==> src/rtl/ps2_host_tx.sv <==
// rtl/ps2_host_tx.sv - PS/2 host-to-device command byte transmitter
module ps2_host_tx #(
    parameter int unsigned INHIBIT_CYCLES = 5000,
    parameter int unsigned TIMEOUT_CYCLES = 750000
) (
    input  logic       CLOCK,
    input  logic       RESETN,
    input  logic [7:0] tx_data,
    input  logic       tx_valid,
    output logic       tx_ready,
    output logic       tx_done,
    output logic       tx_error,
    input  logic       ps2ck,
    input  logic       ps2dt,
    output logic       ps2ck_oe,
    output logic       ps2dt_oe
);

    localparam int INH_W = (INHIBIT_CYCLES > 1) ? $clog2(INHIBIT_CYCLES + 1) : 1;
    localparam int TO_W  = (TIMEOUT_CYCLES > 1) ? $clog2(TIMEOUT_CYCLES + 1) : 1;

    // Terminal counts: a counter that has seen N-1 full cycles ends its Nth cycle here.
    localparam logic [INH_W-1:0] INH_LAST = INH_W'(INHIBIT_CYCLES - 1);
    localparam logic [TO_W-1:0]  TO_LAST  = TO_W'(TIMEOUT_CYCLES - 1);

    typedef enum logic [2:0] {
        IDLE,
        INHIBIT,
        START,
        SEND,
        ACK,
        WAIT_IDLE
    } state_t;

    // Line synchronizers; reset to 1 so a released bus never looks like a falling edge.
    logic ck_meta_q, ck_sync_q, ck_prev_q;
    logic dt_meta_q, dt_sync_q;
    logic fall;

    state_t           state_q, state_d;
    logic             ready_q, ready_d;
    logic             done_q, done_d;
    logic             error_q, error_d;
    logic             ck_oe_q, ck_oe_d;
    logic             dt_oe_q, dt_oe_d;
    // Remaining frame bits after the start bit: {stop, parity, d7..d0}, sent LSB first.
    logic [9:0]       shift_q, shift_d;
    logic [3:0]       bit_cnt_q, bit_cnt_d;
    logic [INH_W-1:0] delay_cnt_q, delay_cnt_d;
    logic [TO_W-1:0]  to_cnt_q, to_cnt_d;
    logic             to_expired;

    // Two-flop synchronizers plus one history flop for clock edge detection
    always_ff @(posedge CLOCK) begin
        if (!RESETN) begin
            ck_meta_q <= 1'b1;
            ck_sync_q <= 1'b1;
            ck_prev_q <= 1'b1;
            dt_meta_q <= 1'b1;
            dt_sync_q <= 1'b1;
        end else begin
            ck_meta_q <= ps2ck;
            ck_sync_q <= ck_meta_q;
            ck_prev_q <= ck_sync_q;
            dt_meta_q <= ps2dt;
            dt_sync_q <= dt_meta_q;
        end
    end

    assign fall = ck_prev_q & ~ck_sync_q;

    // Next-state, counter and output computation for the transfer sequencer
    always_comb begin
        state_d     = state_q;
        ready_d     = ready_q;
        done_d      = 1'b0;
        error_d     = 1'b0;
        ck_oe_d     = ck_oe_q;
        dt_oe_d     = dt_oe_q;
        shift_d     = shift_q;
        bit_cnt_d   = bit_cnt_q;
        delay_cnt_d = delay_cnt_q;
        to_cnt_d    = to_cnt_q;
        to_expired  = 1'b0;

        // Device watchdog: every device clock fall restarts the window.
        if (state_q == SEND || state_q == ACK || state_q == WAIT_IDLE) begin
            if (fall) begin
                to_cnt_d = '0;
            end else if (to_cnt_q == TO_LAST) begin
                to_expired = 1'b1;
            end else begin
                to_cnt_d = to_cnt_q + TO_W'(1);
            end
        end

        case (state_q)
            IDLE: begin
                ck_oe_d = 1'b0;
                dt_oe_d = 1'b0;
                // Ready comes back one cycle after a done/error pulse.
                ready_d = 1'b1;
                if (tx_valid && ready_q) begin
                    shift_d     = {1'b1, ~^tx_data, tx_data};
                    bit_cnt_d   = '0;
                    delay_cnt_d = '0;
                    ready_d     = 1'b0;
                    ck_oe_d     = 1'b1;
                    state_d     = INHIBIT;
                end
            end

            INHIBIT: begin
                // Clock held low to claim the bus from the device.
                if (delay_cnt_q == INH_LAST) begin
                    dt_oe_d = 1'b1;
                    state_d = START;
                end else begin
                    delay_cnt_d = delay_cnt_q + INH_W'(1);
                end
            end

            START: begin
                // Data stays low as the start bit; releasing clock hands clocking to the device.
                ck_oe_d  = 1'b0;
                to_cnt_d = '0;
                state_d  = SEND;
            end

            SEND: begin
                if (to_expired) begin
                    ck_oe_d = 1'b0;
                    dt_oe_d = 1'b0;
                    error_d = 1'b1;
                    state_d = IDLE;
                end else if (fall) begin
                    dt_oe_d   = ~shift_q[0];
                    shift_d   = {1'b1, shift_q[9:1]};
                    bit_cnt_d = bit_cnt_q + 4'd1;
                    if (bit_cnt_q == 4'd9) begin
                        state_d = ACK;
                    end
                end
            end

            ACK: begin
                if (to_expired) begin
                    ck_oe_d = 1'b0;
                    dt_oe_d = 1'b0;
                    error_d = 1'b1;
                    state_d = IDLE;
                end else if (fall) begin
                    if (!dt_sync_q) begin
                        state_d = WAIT_IDLE;
                    end else begin
                        error_d = 1'b1;
                        state_d = IDLE;
                    end
                end
            end

            WAIT_IDLE: begin
                // A returned-to-idle bus wins over a coincident timeout.
                if (ck_sync_q && dt_sync_q) begin
                    done_d  = 1'b1;
                    state_d = IDLE;
                end else if (to_expired) begin
                    ck_oe_d = 1'b0;
                    dt_oe_d = 1'b0;
                    error_d = 1'b1;
                    state_d = IDLE;
                end
            end

            default: begin
                ck_oe_d = 1'b0;
                dt_oe_d = 1'b0;
                state_d = IDLE;
            end
        endcase
    end

    // Sequencer state and registered outputs
    always_ff @(posedge CLOCK) begin
        if (!RESETN) begin
            state_q     <= IDLE;
            ready_q     <= 1'b1;
            done_q      <= 1'b0;
            error_q     <= 1'b0;
            ck_oe_q     <= 1'b0;
            dt_oe_q     <= 1'b0;
            shift_q     <= '0;
            bit_cnt_q   <= '0;
            delay_cnt_q <= '0;
            to_cnt_q    <= '0;
        end else begin
            state_q     <= state_d;
            ready_q     <= ready_d;
            done_q      <= done_d;
            error_q     <= error_d;
            ck_oe_q     <= ck_oe_d;
            dt_oe_q     <= dt_oe_d;
            shift_q     <= shift_d;
            bit_cnt_q   <= bit_cnt_d;
            delay_cnt_q <= delay_cnt_d;
            to_cnt_q    <= to_cnt_d;
        end
    end

    assign tx_ready = ready_q;
    assign tx_done  = done_q;
    assign tx_error = error_q;
    assign ps2ck_oe = ck_oe_q;
    assign ps2dt_oe = dt_oe_q;

endmodule
==> config.mk <==
export PLATFORM = sky130hd
export DESIGN_NAME = ps2_host_tx
export DESIGN_NICKNAME = d
export VERILOG_FILES = /design/src/rtl/ps2_host_tx.sv
export SDC_FILE = /design/constraint.sdc
export NUM_CORES = 1
export LEC_CHECK = 0
export CAP_MARGIN = 20
export CORE_MARGIN = 8
export CORE_UTILIZATION = 25
export DETAILED_ROUTE_END_ITERATION = 16
export PLACE_DENSITY = 0.47
export SLEW_MARGIN = 15
export SYNTH_ARGS = -nofsm -noshare
export SYNTH_HDL_FRONTEND = slang
export SYNTH_SLANG_ARGS = --single-unit
==> constraint.sdc <==
create_clock -name CLOCK -period 1.8 [get_ports CLOCK]
set_input_delay 0.27 -clock CLOCK [delete_from_list [all_inputs] [get_ports CLOCK]]
set_output_delay 0.27 -clock CLOCK [all_outputs]
set_load 0.03 [all_outputs]
# ---- Word level (Yosys, flattened, before mapping)
# Cells that the tools add are included.
dict set report word_totals {
  latchBits 0
  elab_cells 105
  ram_bits 0
  regBits 60
  out_inout_bits 5
  romBits 0
  n_memories 0
  inputBits 13
}
dict set report classes {
  n_lt_le_gt_ge 0
  reduce_logical 17
  mux 45
  n_bitwise 6
  n_shift 0
  n_div 0
  n_eq_ne 19
  n_mul 0
  addsub 3
}
# op count
set ops {}
lappend ops {{2-to-1 mux 20 bit} 2}
lappend ops {{2-to-1 mux 10 bit} 3}
lappend ops {{2-to-1 mux 3 bit} 10}
lappend ops {{2-to-1 mux 13 bit} 2}
lappend ops {{one-hot mux 13 bit (2 select lines)} 1}
lappend ops {{adder 20 x 1 -> 20 bit, second input constant} 1}
lappend ops {{equality test 20 bit, second input constant} 1}
lappend ops {{one-hot mux 10 bit (2 select lines)} 1}
lappend ops {{2-to-1 mux 1 bit} 18}
lappend ops {{one-hot mux 3 bit (6 select lines)} 1}
lappend ops {{inequality test 2 bit, second input constant} 7}
lappend ops {{adder 13 x 1 -> 13 bit, second input constant} 1}
lappend ops {{equality test 13 bit, second input constant} 1}
lappend ops {{2-to-1 mux 4 bit} 3}
lappend ops {{one-hot mux 4 bit (2 select lines)} 1}
lappend ops {{AND reduction 4 bit} 2}
lappend ops {{XNOR reduction 8 bit} 1}
lappend ops {{equality test 3 x 2 -> 1 bit, second input constant} 2}
lappend ops {{equality test 3 bit, second input constant} 2}
lappend ops {{inequality test 3 x 2 -> 1 bit, second input constant} 2}
lappend ops {{inequality test 3 bit, second input constant} 2}
lappend ops {{AND reduction 2 bit} 3}
lappend ops {{AND reduction 6 bit} 1}
lappend ops {{inverter 1 bit} 5}
lappend ops {{other kinds (13)} 17}

# ---- Longest topological paths before layout
# Gate-level depths: netlist (run 1).
dict set report depth {
  word_depth 7
  ltp_mapped 7
  ltp_nobuf 7
}

# ---- Worst setup path before layout (run 1)
# No wires, ideal clock.
dict set report synth_timing {
  path_kind {register to register}
  startpoint {register to_cnt_q[0]}
  endpoint {register to_cnt_q[4]}
  period_less_slack_ps 1908
  path_buffers 1
  t_arrival_ps 1780
  t_required_ps 1672
  setup_ps 128
  path_stages_with_launch 8
  path_slack_ps -108
  cell_sequence {dfxtp_1 > ha_1 > nand3_2 > or4_1 > buf_2 > o211ai_2 > xor2_1 > nor2_1}
}
dict set report synth_via {
  elab_chain_len 3
  elab_cells_between_ends 6
  cone_classes {1 x add/sub; 2 x eq/ne; 2 x mux; 1 x reduce/logical}
}
# item line_no
set synth_rtl {}
lappend synth_rtl {{from (decl)} 50} ;# logic [TO_W-1:0] to_cnt_q, to_cnt_d;
lappend synth_rtl {{from (signal assigned)} 206} ;# to_cnt_q <= to_cnt_d;
lappend synth_rtl {{adder 20 x 1 -> 20 bit / equality test 20 bit (equally long branches)} {93, 90}}
lappend synth_rtl {{2-to-1 mux 20 bit / inequality test 2 bit (equally long branches)} -}
lappend synth_rtl {{2-to-1 mux 20 bit / AND reduction 2 bit (equally long branches)} -}
# Parallel ways exist; a longest one is shown, timed or not. The select of a mux whose other input is x is not followed.
# A chain may end at the register's enable or synchronous reset.

# ---- Worst setup path after layout (run 1)
dict set report layout_timing {
  startpoint {register delay_cnt_q[3]}
  endpoint {register state_q[1]}
}
dict set report layout_via {
  elab_chain_len 3
}
# item line_no
set layout_rtl {}
lappend layout_rtl {{from (decl)} 49} ;# logic [INH_W-1:0] delay_cnt_q, delay_cnt_d;
lappend layout_rtl {{from (signal assigned)} 205} ;# delay_cnt_q <= delay_cnt_d;
lappend layout_rtl {{equality test 13 bit} 115} ;# if (delay_cnt_q == INH_LAST) begin
lappend layout_rtl {{inequality test 2 bit (no line)} -}
lappend layout_rtl {{AND reduction 6 bit (no line)} -}
lappend layout_rtl {{to (signal assigned)} 197} ;# state_q <= state_d;
lappend layout_rtl {{to (decl)} 40} ;# state_t state_q, state_d;
# Every way passes these cells.

==> results of run 1 <==
-- final cells by class --
cell class | instances | area [um^2] | share of cell area (%)
Clock buffer | 11 | 253 | 5.64
Clock inverter | 4 | 25.0 | 0.558
Inverter | 7 | 26.3 | 0.586
Multi-Input combinational cell | 271 | 1990 | 44.3
Sequential cell | 60 | 1210 | 27.1
Tap cell | 168 | 210 | 4.69
Timing Repair Buffer | 91 | 767 | 17.1
-- timing repair --
action | in CTS | in global routing
setup buffers | 3 | 7
setup endpoints to repair | 32 | 44
resized for setup | 14 | 28
pin swaps | 13 | 21
hold endpoints to repair | 0 | 0
-- placed cells by master, fill, tap and decap left out, drive strengths merged, types with 11 or more instances in the layout --
cell type / Yosys / routed
dfxtp: 60 / 60
a21oi: 18 / 18
a211oi: 17 / 17
clkbuf: 7 / 11
mux2i: 12 / 12
nor2: 47 / 47
xnor2: 22 / 22
nand3: 15 / 15
nand2: 28 / 28
clkdlybuf4s50: 0 / 17
buf: 9 / 74
-- flip-flops by register name, indices dropped and copies added (netlist names) --
| register | cells |
|---|---|
| shift_q | 10 |
| dt_sync_q | 1 |
| to_cnt_q | 20 |
| ck_prev_q | 1 |
| tx_error | 1 |
| tx_ready | 1 |
| dt_meta_q | 1 |
| ps2ck_oe | 1 |
| ps2dt_oe | 1 |
| bit_cnt_q | 4 |
| tx_done | 1 |
| ck_meta_q | 1 |
| state_q | 3 |
| delay_cnt_q | 13 |
| ck_sync_q | 1 |
-- per-layer routing --
| metal | track usage [%] | vias up | part of all wire [%] |
|---|---|---|---|
| met5 | 0 | - | 0 |
| met4 | 3.15 | 0 | 1.2 |
| met3 | 3.12 | 7 | 3.2 |
| met2 | 16.1 | 32 | 45 |
| met1 | 13.5 | 1326 | 50 |
| li1 | - | 1466 | - |
-- worst paths after layout --
kind | to | slack, ns
worst max-delay path | state_q[1] | -0.14
worst min-delay path | dt_sync_q | 0.40
worst max register to register | state_q[1] | -0.14
worst min register to register | dt_sync_q | 0.40
-- power by group through the flow --
stage	registers, mW	clock network (mW)	logic, mW
finish	1.55	1.59	1.37
global route	1.56	1.71	1.49
CTS	1.55	1.65	1.34
detailed placement	1.57	0	1.31
global placement	1.57	0	1.30
floorplan	1.59	0	0.778
-- cells by family after synthesis --
group                    count (synthesis)  synth area share, %
AND/OR/NAND/NOR                        148                 25.5
flip-flops                              60                 38.6
multiplexers                            12                 3.86
buffers and inverters                   23                 3.14
adder cells (fa/ha/maj)                  4                 1.61
AO/OA/AOI/OAI                           78                 19.1
XOR/XNOR                                29                 8.17
-- per-stage QoR --
stage          setup TNS (ns)  setup WS (ns)  util, %
6_report               -0.554         -0.137     37.2
5_1_grt                 -2.55         -0.212     37.2
4_1_cts                -0.586         -0.145     35.9
3_5_place_dp            -1.48         -0.165     32.7
3_3_place_gp            -1.00         -0.116     32.7
2_1_floorplan               0        0.00163        -
==> results.md, run 1 <==
- # DRC: 0
- Initial Util: 25.8%
- Commonest register cell after synthesis: dfxtp_1
- Routed WL: 8240 um
- Finished Layout Cells: 612
- Die Wd: 128 um
- Fraction of registers with async set/reset: 0%
- Crit path kind: reg -> reg
- Max stage delay cell, worst path: or4b_4
- Worst slew pin tran: 0.504 ns
- CP endpoint kind: register
- Hpwl dp: 5910 um
- Hold path depth: 1
- Clock power frac: 35.4%
- First-pass GRT wire length: 13600 um
- Via count: 2831
- R2R depth: 6
- Clk buf depth: 2
- Largest area contributor in the netlist: dfxtp_1
- Critical Path Fanout Max: 4
- Pwr/cell area: 1010 mW/mm^2
- TritonCTS Sinks: 60
- Inst Count DP: 587
- Fill cells: 1234
- Fin. Hold Viols: 0
- Failing checks: setup timing
- Comb power frac: 30.3%
- Largest net degree at the start of global routing: 23
- Vias/cell: 4.63
- Distinct cell type count after synthesis: 59
- Port bufs: 17
- Seq/Total Area, Yosys: 38.6%
- Slew HR: 66.1%
- YS warnings: 0
- Max Transition Viols Final: 0
- Post-layout min period: 1.94 ns
- Max stage delay on crit path: 0.56 ns
- Peak VDD IR: 0.000765 V
- Post-Syn Area: 0.00311 mm^2
- Clock Tree Root: clkbuf_16
- Inserted Diodes: 0
- Nets: 457
- Clock Latency Late Sink: 0.33 ns
- Crit-path leading delay family: compound AO/OA/AOI/OAI gates
- Most common cell in the synthesized netlist: dfxtp_1
- RSZ-0062 raised after global routing: true
- Antenna violations before repair: 0
- Vias in the first global route: 2729
- Area share of the largest cell type after synthesis: 38.6%
- Critical path origin: delay_cnt_q[3]
- CTS tree: done
- Post-DP Area: 0.00395 mm^2
- Die H: 128 um
- Initial DRC count: 129
- Commonest cells in the netlist: dfxtp_1, nor2_1, nand2_1
- Fmax: 516 MHz
- Core Footprint: 0.0121 mm^2
- DR WL/cell: 13.5 um
- Final ANT Viol Nets: 0
- Die area: 0.0163 mm^2
- I/O pin cnt: 18
- H-tree Lvls: 3
- Top cells by area, synth: dfxtp_1, xnor2_1, nor2_1
- Path category of the worst min-delay check: reg -> reg
- CP Data Arrival Time: 2.17 ns
- Mean Syn Cell Area: 8.79 um^2
- Clock Skew: 0.00917 ns
- Internal power: 3.12 mW
- Nature of the critical path startpoint: register
- PnR worst setup slack: -0.137 ns
- Hold_ws: 0.400 ns
- Period utilization: 108%
- WP data required: 2.04 ns
- Layout area overhead: 44.1%
- Total congestion overflow: 0
- Final cell area excluding filler cells: 0.00448 mm^2
- Synth Instances: 354
- Outcome: complete, but fails checks
- Fraction of layout cells with a size suffix above 1: 29.3%
- Power share of the sequential group: 34.3%
- Post-synth EDFFs: 0
- Buffers & Inverters on Critical Path: 1
- Pwr Total: 4.51 mW
- P_sw: 1.38 mW
- Hold Startpoint: dt_meta_q
- Max Cap Violations: 0
- GRT Resource Usage Total: 10.4%
- Clock buffer count from CTS: 9
- Routability Congestion: 0.808
- First drt pass iteration count: 4
- Crit-path cells: or4b_4 > o31ai_4 > buf_4 > a21boi_4 > o211ai_1 > a311oi_2
- Worst-path clk slew: 0.06 ns
- Critical Path Stages: 6
- R2r startpoint: delay_cnt_q[3]
- P_leak: 1.70 nW
- Final setup viols: 16
- Post-CTS Hold Fix Bufs: 0
- FP Rows: 40
- Sw Ratio: 30.7%
- Syn nets: 371
- Synthesized flop and latch total: 60
Power figures use the tool's default switching activity.
==> inputs of run 2 (changes only) <==
Settings changed: CORE_ASPECT_RATIO from default to 0.5.
==> run 2 against run 1 <==
The run still ends with setup timing left. Largest cell class unchanged. Sequential power hardly changed. Global-route usage shrank 0.42 points. Sequential share of layout area rose by 0.40 points. Critical path depth grew 1.
==> results.md, run 2 (synthesis results as in run 1) <==
- WP data required: 2.03 ns (was 2.04 ns)
- Inserted Diodes: 0 (unchanged)
- Path category of the worst min-delay check: reg -> reg (unchanged)
- Initial DRC count: 113 (was 129)
- Hold_ws: 0.406 ns (was 0.400 ns)
- PnR worst setup slack: -0.0704 ns (was -0.137 ns)
- Commonest non-fill, non-tap cell in the layout: buf_4 (unchanged)
- Clock Skew: 0.00671 ns (was 0.00917 ns)
- Failing checks: setup timing (unchanged)
- DR WL/cell: 12.9 um (was 13.5 um)
- Nets: 454 (was 457)
- Fin. Hold Viols: 0 (unchanged)
- Die area: 0.0165 mm^2 (was 0.0163 mm^2)
- Die Wd: 174 um (was 128 um)
- Pwr/cell area: 1050 mW/mm^2 (was 1010 mW/mm^2)
- Layout area overhead: 41.0% (was 44.1%)
- Post-CTS Hold Fix Bufs: 0 (unchanged)
- RSZ-0062 raised after global routing: true (unchanged)
- Most frequent cells in the layout: buf_4, dfxtp_1, nor2_1 (unchanged)
- Period utilization: 104% (was 108%)
- TritonCTS Sinks: 60 (unchanged)
- Post-DP Area: 0.00393 mm^2 (was 0.00395 mm^2)
- Initial Util: 26.0% (was 25.8%)
- Max reg flops: 20 (unchanged)
- Inst Count DP: 585 (was 587)
- Fmax: 535 MHz (was 516 MHz)
- Largest net degree at the start of global routing: 21 (was 23)
- First-pass GRT wire length: 13400 um (was 13600 um)
- CP endpoint kind: register (unchanged)
- Peak VDD IR: 0.000395 V (was 0.000765 V)
- Worst slew pin tran: 0.456 ns (was 0.504 ns)
- Port bufs: 17 (unchanged)
- Fraction of layout cells with a size suffix above 1: 27.7% (was 29.3%)
- Clock Latency Late Sink: 0.33 ns (about the same)
- Routed WL: 7810 um (was 8240 um)
- Via count: 2788 (was 2831)
- Routability Congestion: 0.782 (was 0.808)
- I/O pin cnt: 18 (unchanged)
- Clk buf depth: 2 (unchanged)
- Finished Layout Cells: 606 (was 612)
- Total congestion overflow: 0 (unchanged)
- Max Cap Violations: 0 (unchanged)
- Vias in the first global route: 2749 (was 2729)
- CTS tree: done (unchanged)
- Max Transition Viols Final: 0 (unchanged)
- Top Registers: to_cnt_q x20, delay_cnt_q x13, shift_q x10 (unchanged)
- Outcome: complete, but fails checks (unchanged)
- Final setup viols: 18 (was 16)
- Slew HR: 69.2% (was 66.1%)
- Hpwl dp: 5710 um (was 5910 um)
- TNS Setup: -0.653 ns (was -0.554 ns)
- Critical Path Fanout Max: 6 (was 4)
- Die H: 94.9 um (was 128 um)
- Nature of the critical path startpoint: register (unchanged)
- CP Data Arrival Time: 2.10 ns (was 2.17 ns)
- FP Rows: 28 (was 40)
- Clock Tree Root: clkbuf_16 (unchanged)
- GRT Resource Usage Total: 9.98% (was 10.4%)
- H-tree Lvls: 3 (unchanged)
- Crit path kind: reg -> reg (unchanged)
- Antenna violations before repair: 0 (unchanged)
- # DRC: 0 (unchanged)
- Final ANT Viol Nets: 0 (unchanged)
- Clock buffer count from CTS: 9 (unchanged)
- P_leak: 1.66 nW (was 1.70 nW)
- Largest Register: to_cnt_q (unchanged)
- Post-layout min period: 1.87 ns (was 1.94 ns)
- Final cell area excluding filler cells: 0.00439 mm^2 (was 0.00448 mm^2)
- First drt pass iteration count: 4 (unchanged)
- Vias/cell: 4.60 (was 4.63)
- Core Footprint: 0.0120 mm^2 (was 0.0121 mm^2)
- Worst-path clk slew: 0.05 ns (was 0.06 ns)
==> run 2: cell count changes in the layout (fill, tap and decap cells not counted), moves of 3 or more <==
cell     delta
dfxtp_2     -4
buf_12      -3
nand3_2     -3
dfxtp_1     +5
==> run 2: power breakdown <==
group	leakage [nW]	internal, mW	switching (mW)
registers	0.489	1.46	0.0994
clock network	0.155	1.19	0.592
logic	1.02	0.616	0.657
==> run 2: layout make-up <==
type | instances | area [um^2]
timing repair buffer | 88 | 708
sequential | 60 | 1200
clock buffer | 9 | 225
multi-input combinational | 271 | 1930
fill | 1209 | 7600
tap | 165 | 206
inverter | 7 | 26.3
clock inverter | 6 | 80.1
==> run 2: final timing paths <==
kind | startpoint | endpoint | slack, ns | depth (start not counted)
max | delay_cnt_q[5] | delay_cnt_q[10] | -0.07 | 7
min | dt_meta_q | dt_sync_q | 0.41 | 1
max reg2reg | delay_cnt_q[5] | delay_cnt_q[10] | -0.07 | 7
min reg2reg | dt_meta_q | dt_sync_q | 0.41 | 1
==> run 2: what timing repair did <==
item	CTS	global route
setup buffers	1	5
gates cloned	0	1
pin swaps	6	16
endpoints found under the setup margin	30	39
resized for setup	13	19
==> run 2: metal layers <==
layer  global-route usage [%]  part of all wire [%]
met1                     12.4                    49
met2                     16.0                    46
met3                     3.03                   2.8
met4                     4.31                   1.7
met5                        0                     0
==> run 2: worst max-delay path: stages, from the launching register on <==
cell and delay [ns]:
dfxtp_2 0.32, or4b_4 0.56, o31ai_4 0.31, buf_4 0.16, buf_6 0.12, a211oi_1 0.09
xnor2_1 0.15, nor2_1 0.06
==> run 2: metrics by stage <==
| stage | power (mW) | worst slack (ns) | util, % |
|---|---|---|---|
| floorplan | 2.36 | 0.00163 | - |
| global placement | 2.78 | -0.0862 | 32.8 |
| detailed placement | 2.77 | -0.0909 | 32.8 |
| CTS | 4.61 | -0.0548 | 35.7 |
| global route | 4.90 | -0.139 | 36.6 |
| finish | 4.62 | -0.0704 | 36.6 |
==> patch 1 (settings of run 2) <==
Reset style: asynchronous (`RESETN`), changed in 2 clocked blocks. Comments in the files are not updated.
--- a/src/rtl/ps2_host_tx.sv
+++ b/src/rtl/ps2_host_tx.sv
@@ -52,5 +52,5 @@
 
     // Two-flop synchronizers plus one history flop for clock edge detection
-    always_ff @(posedge CLOCK) begin
+    always_ff @(posedge CLOCK or negedge RESETN) begin
         if (!RESETN) begin
             ck_meta_q <= 1'b1;
@@ -182,5 +182,5 @@
 
     // Sequencer state and registered outputs
-    always_ff @(posedge CLOCK) begin
+    always_ff @(posedge CLOCK or negedge RESETN) begin
         if (!RESETN) begin
             state_q     <= IDLE;
Function: differs if RESETN is asserted again (counterexample within 4 cycles, from zero or initial values and one cycle with RESETN low); with RESETN held inactive, the same outputs for 10 cycles.
==> patch 1 against run 2 <==
Critical endpoint is now state_q[1]; global-route usage decreased by 0.19 points; wire length increased by 1.8%; worst setup slack improved by 36 ps; sequential cell count unchanged; highest routed layer unchanged; synthesized area rose by 4.2%; maximum frequency grew 2.0%; the run still ends with negative setup slack left; final area is 4.9% higher; first-iteration DRC count grew 27%; non-clock buffer count grew 6.
Power is not compared: it rests on default switching activity, and its combinational part moved more than twofold at a synthesized area within 25%.
==> patch 1: results (changes against run 2) <==
[critical_path]
r2r-start = bit_cnt_q[0]
critPathCapture = state_q[1]
crit_slowest_cell = dfrtp_1
cp.arrival_ps = 2050  ; -50 ps
reg2reg_depth = 8  ; +1
max_stage_delay_ps = 380  ; -180 ps
cp-startpoint = bit_cnt_q[0]
crit_family = compound AO/OA/AOI/OAI gates

[global_route]
use_met1 = 0.1277  ; +0.003461
grt_pass1_vias = 2737  ; -0.44%
met2_usage = 0.1566  ; -0.002995
gr-usage-met3 = 0.02444  ; -0.005829
grt_pass1_wl_microns = 13430  ; -0.10%
grt_use_total = 0.09786  ; -0.001888

[clock_tree]
post_cts_buffers = 0  ; -1
cts_resized = 16  ; +3

[min_path]
worstHoldEndpoint = ck_meta_q
hp-start = ps2ck

[detailed_routing]
met3_length_microns = 169  ; -24%
wl_per_cell_microns = 13.04  ; +1.2%
met2_length_microns = 3650  ; +1.2%
drt_wl_total_microns = 7954  ; +1.8%
via_count = 2800  ; +0.43%

[layout]
inverters_excl_clock = 4  ; -3
clk_share = 0.06939  ; -0.0002271
seq_share = 0.3284  ; +0.05368
multiInputGateArea_sq_mm = 0.001775  ; -8.2%
nNonClkBuffers = 94  ; +6.8%
nClkBuffers = 12  ; +3
drive_gt1_frac = 0.3386  ; +0.06199
multi_input_area_share = 0.3861  ; -0.05496
nonClkBufAreaFrac = 0.1665  ; +0.005047
multi_input_gates = 266  ; -1.8%

[placed_design]
dpl_worst_slack_ps = -95.79  ; -4.845 ps
place.detailed.hpwl_microns = 5688  ; -0.45%
gp_congestion = 0.7922  ; +1.3%
place_area_sq_mm = 0.004026  ; +2.5%

[sta]
worstMarginPinSlew_ps = 357.1  ; -99.06 ps
skew_ps = 6.335  ; -0.3750 ps
finalSetupViolCount = 2  ; -16
fin_ws_ps = -34.35  ; +36.07 ps
setup_tns_ps = -37.74  ; +615.0 ps

[run_status]
violations = negative setup slack
status = finished, violations left

[synth]
ys_seq_area_frac = 0.4655  ; +0.07929
synth_nets = 363  ; -2.2%
synthTopCellsByCount = dfrtp_1 (54), nor2_1 (54), nand2_1 (43), a21oi_1 (18)
synthCells = 346  ; -2.3%

[floorplanning]
num_rows = 29  ; +3.6%

-- patch 1: report_power, final --
part / total (W) / switching, W / internal, W
Combinational: 0.00269 / 0.00143 / 0.00126
Sequential: 0.00185 / 0.000209 / 0.00164
Clock: 0.00184 / 0.000597 / 0.00125
Total: 0.00638 / 0.00224 / 0.00415
-- patch 1: logic make-up (layout without fill, tap and decap cells) --
logic type | count (synthesis) | in the layout | synth area share
compound gates | 65 | 65 | 0.1312
buf+inv | 20 | 114 | 0.04052
fa+ha+maj | 4 | 4 | 0.01544
xor+xnor | 32 | 32 | 0.08645
simple gates | 164 | 164 | 0.2578
mux | 1 | 1 | 0.003088
flops | 60 | 60 | 0.4655
-- patch 1: through the flow --
| step | hold slack [ps] | total power, W |
|---|---|---|
| global placement | 304.9 | 0.004279 |
| detailed placement | 308.2 | 0.004292 |
| global route | 339.4 | 0.006792 |
| finish | 347.6 | 0.006383 |
| CTS | 337.1 | 0.006198 |
| floorplan | -25.59 | 0.003330 |
==> patch 2 (flow settings as in run 2) <==
Made on the original files. Change the parameter `TIMEOUT_CYCLES` from 750000 to 3000000.
--- a/src/rtl/ps2_host_tx.sv
+++ b/src/rtl/ps2_host_tx.sv
@@ -2,5 +2,5 @@
 module ps2_host_tx #(
     parameter int unsigned INHIBIT_CYCLES = 5000,
-    parameter int unsigned TIMEOUT_CYCLES = 750000
+    parameter int unsigned TIMEOUT_CYCLES = 3000000
 ) (
     input  logic       CLOCK,
Formal check against the unedited RTL: no difference found for any inputs over 10 cycles, from zero or initial values and one cycle with RESETN low; that may be too few to reach the edited logic, so the function may still have changed.
==> patch 2 against run 2 <==
Synthesized area is 1.7% lower; highest routed layer unchanged; cell count rose by 0.99%; die area down 1.5%; sequential cell count up 2; wire length rose by 6.2%; maximum frequency increased by 5.5%; largest cell class unchanged; final area shrank 0.43%; worst setup slack improved by 98 ps; critical endpoint is now delay_cnt_q[11]; hold slack got worse by 5.9 ps.
Power is not compared: it rests on default switching activity, and its combinational part moved more than twofold at a synthesized area within 25%.
==> patch 2: results (changes against run 2) <==
[placed_design]
place.detailed.hpwl_microns = 5900  ; +3.3%
port_buffers = 17  ; unchanged
gp_congestion = 0.7907  ; +1.2%

[detailed_routing]
drt_first_pass_iters = 4  ; unchanged
met3_length_microns = 272  ; +23%
highest_layer = met4
met2_length_microns = 3448  ; -4.4%
drtIter0Drc = 204  ; +81%
wl_per_cell_microns = 13.56  ; +5.2%
drt-met1-wl_microns = 4483  ; +16%
via_count = 2838  ; +1.8%

[critical_path]
worstPathMaxFanout = 5  ; -1
cp.arrival_ps = 2000  ; -100 ps

[power]
p_leak_nw = 1.585
ir_drop_mv = 0.5451

[layout]
filler_cell_count = 1213  ; +0.33%
num_antenna_cells = 0  ; unchanged
biggestRegsByFlops = to_cnt_q: 22 flops, delay_cnt_q: 13 flops, shift_q: 10 flops
drive_gt1_frac = 0.2595  ; -0.01714
finalNetCount = 459  ; +1.1%

[synth]
synth-async-reset-ratio = 0  ; unchanged
ys_seq_area_frac = 0.4061  ; +0.01990
synthTopCellsByArea = dfxtp_1 (41%), xnor2_1 (6.6%), nor2_1 (6.0%)
yosys_warnings = 0  ; unchanged
synthTopCellsByCount = dfxtp_1 (62), nor2_1 (49), nand2_1 (38), xnor2_1 (23), a21oi_1 (21)
yosysUniqueCellTypes = 59  ; unchanged
synth_nets = 380  ; +2.4%

[sta]
skew_ps = 7.671  ; +0.9607 ps
max_slew_margin = 0.7708  ; +0.07921

[clock_tree]
cts_buffer_depth = 2  ; unchanged
numCtsBuffers = 9  ; unchanged
h-tree-depth = 3  ; unchanged
root_buffer = clkbuf_16
postCtsHoldBufs = 0  ; unchanged
clkTransAtPathRegs_ps = 60
clk_latency_ps = 330  ; about the same

[global_route]
antenna_found_initial = 0  ; unchanged
grt_pass1_vias = 2707  ; -1.5%
grt_pass1_wl_microns = 13970  ; +3.9%
grt_use_total = 0.1091  ; +0.009334
grt_max_degree = 23  ; +9.5%

[min_path]
hp-class = reg -> reg

[run_status]
status = finished clean

-- patch 2: per-stage QoR --
stage / instance area (sq um) / setup slack [ps] / power [W] / std cells / TNS, ps
2_1_floorplan: 3057 / 27.32 / 0.001683 / 363 / 0
3_3_place_gp: 3880 / -73.03 / 0.001860 / 591 / -245.0
3_5_place_dp: 3880 / -49.70 / 0.001859 / 591 / -64.48
4_1_cts: 4257 / 5.735 / 0.003773 / 610 / 0
5_1_grt: 4367 / -67.93 / 0.003908 / 612 / -307.1
6_report: 4367 / 27.78 / 0.003744 / 612 / 0
-- patch 2: metal layers --
layer,track usage,up-vias
li1,-,1458
met1,0.1532,1339
met2,0.1527,32
met3,0.03270,9
met4,0.04063,0
met5,0,-
-- patch 2: power breakdown --
group,switching [W],internal [W],total [W]
clock network,0.000641,0.00124,0.00188
registers,0.0000289,0.00142,0.00145
logic,0.000210,0.000203,0.000413
-- patch 2: final cells by class --
class,count,area [sq um],area share
clock buffer,10,239.0,0.05473
clock inverter,6,85.08,0.01948
inverter,6,22.52,0.005158
multi-input combinational,279,1836,0.4203
sequential,62,1245,0.2851
tap,165,206.4,0.04728
timing repair buffer,84,733.2,0.1679
-- patch 2: path summary, 6_finish.rpt --
kind / slack (ps) / start / end / cells after the start
worst max register to register: 30 / delay_cnt_q[10] / delay_cnt_q[11] / 6
worst min register to register: 400 / ck_meta_q / ck_sync_q / 1
worst min-delay path: 400 / ck_meta_q / ck_sync_q / 1
worst max-delay path: 30 / delay_cnt_q[10] / delay_cnt_q[11] / 6
-- patch 2: what timing repair did --
item,in CTS,in global routing
pin swaps,3,14
endpoints found under the setup margin,11,37
buffers inserted,3,2
resized for setup,6,23
gates cloned,0,0
-- patch 2: logic make-up after synthesis --
group	share of synthesized area
buffers and inverters	0.02988
multiplexers	0.003275
AO/OA/AOI/OAI	0.1609
flip-flops	0.4061
adder cells (fa/ha/maj)	0.01637
XOR/XNOR	0.08596
AND/OR/NAND/NOR	0.2976
-- patch 2: critical path: stages (launching register included) --
cell and delay (ps):
dfxtp_2 320, or4b_4 550, o31ai_4 320, buf_6 190
a2111oi_4 70, xnor2_1 160, nor2_1 50
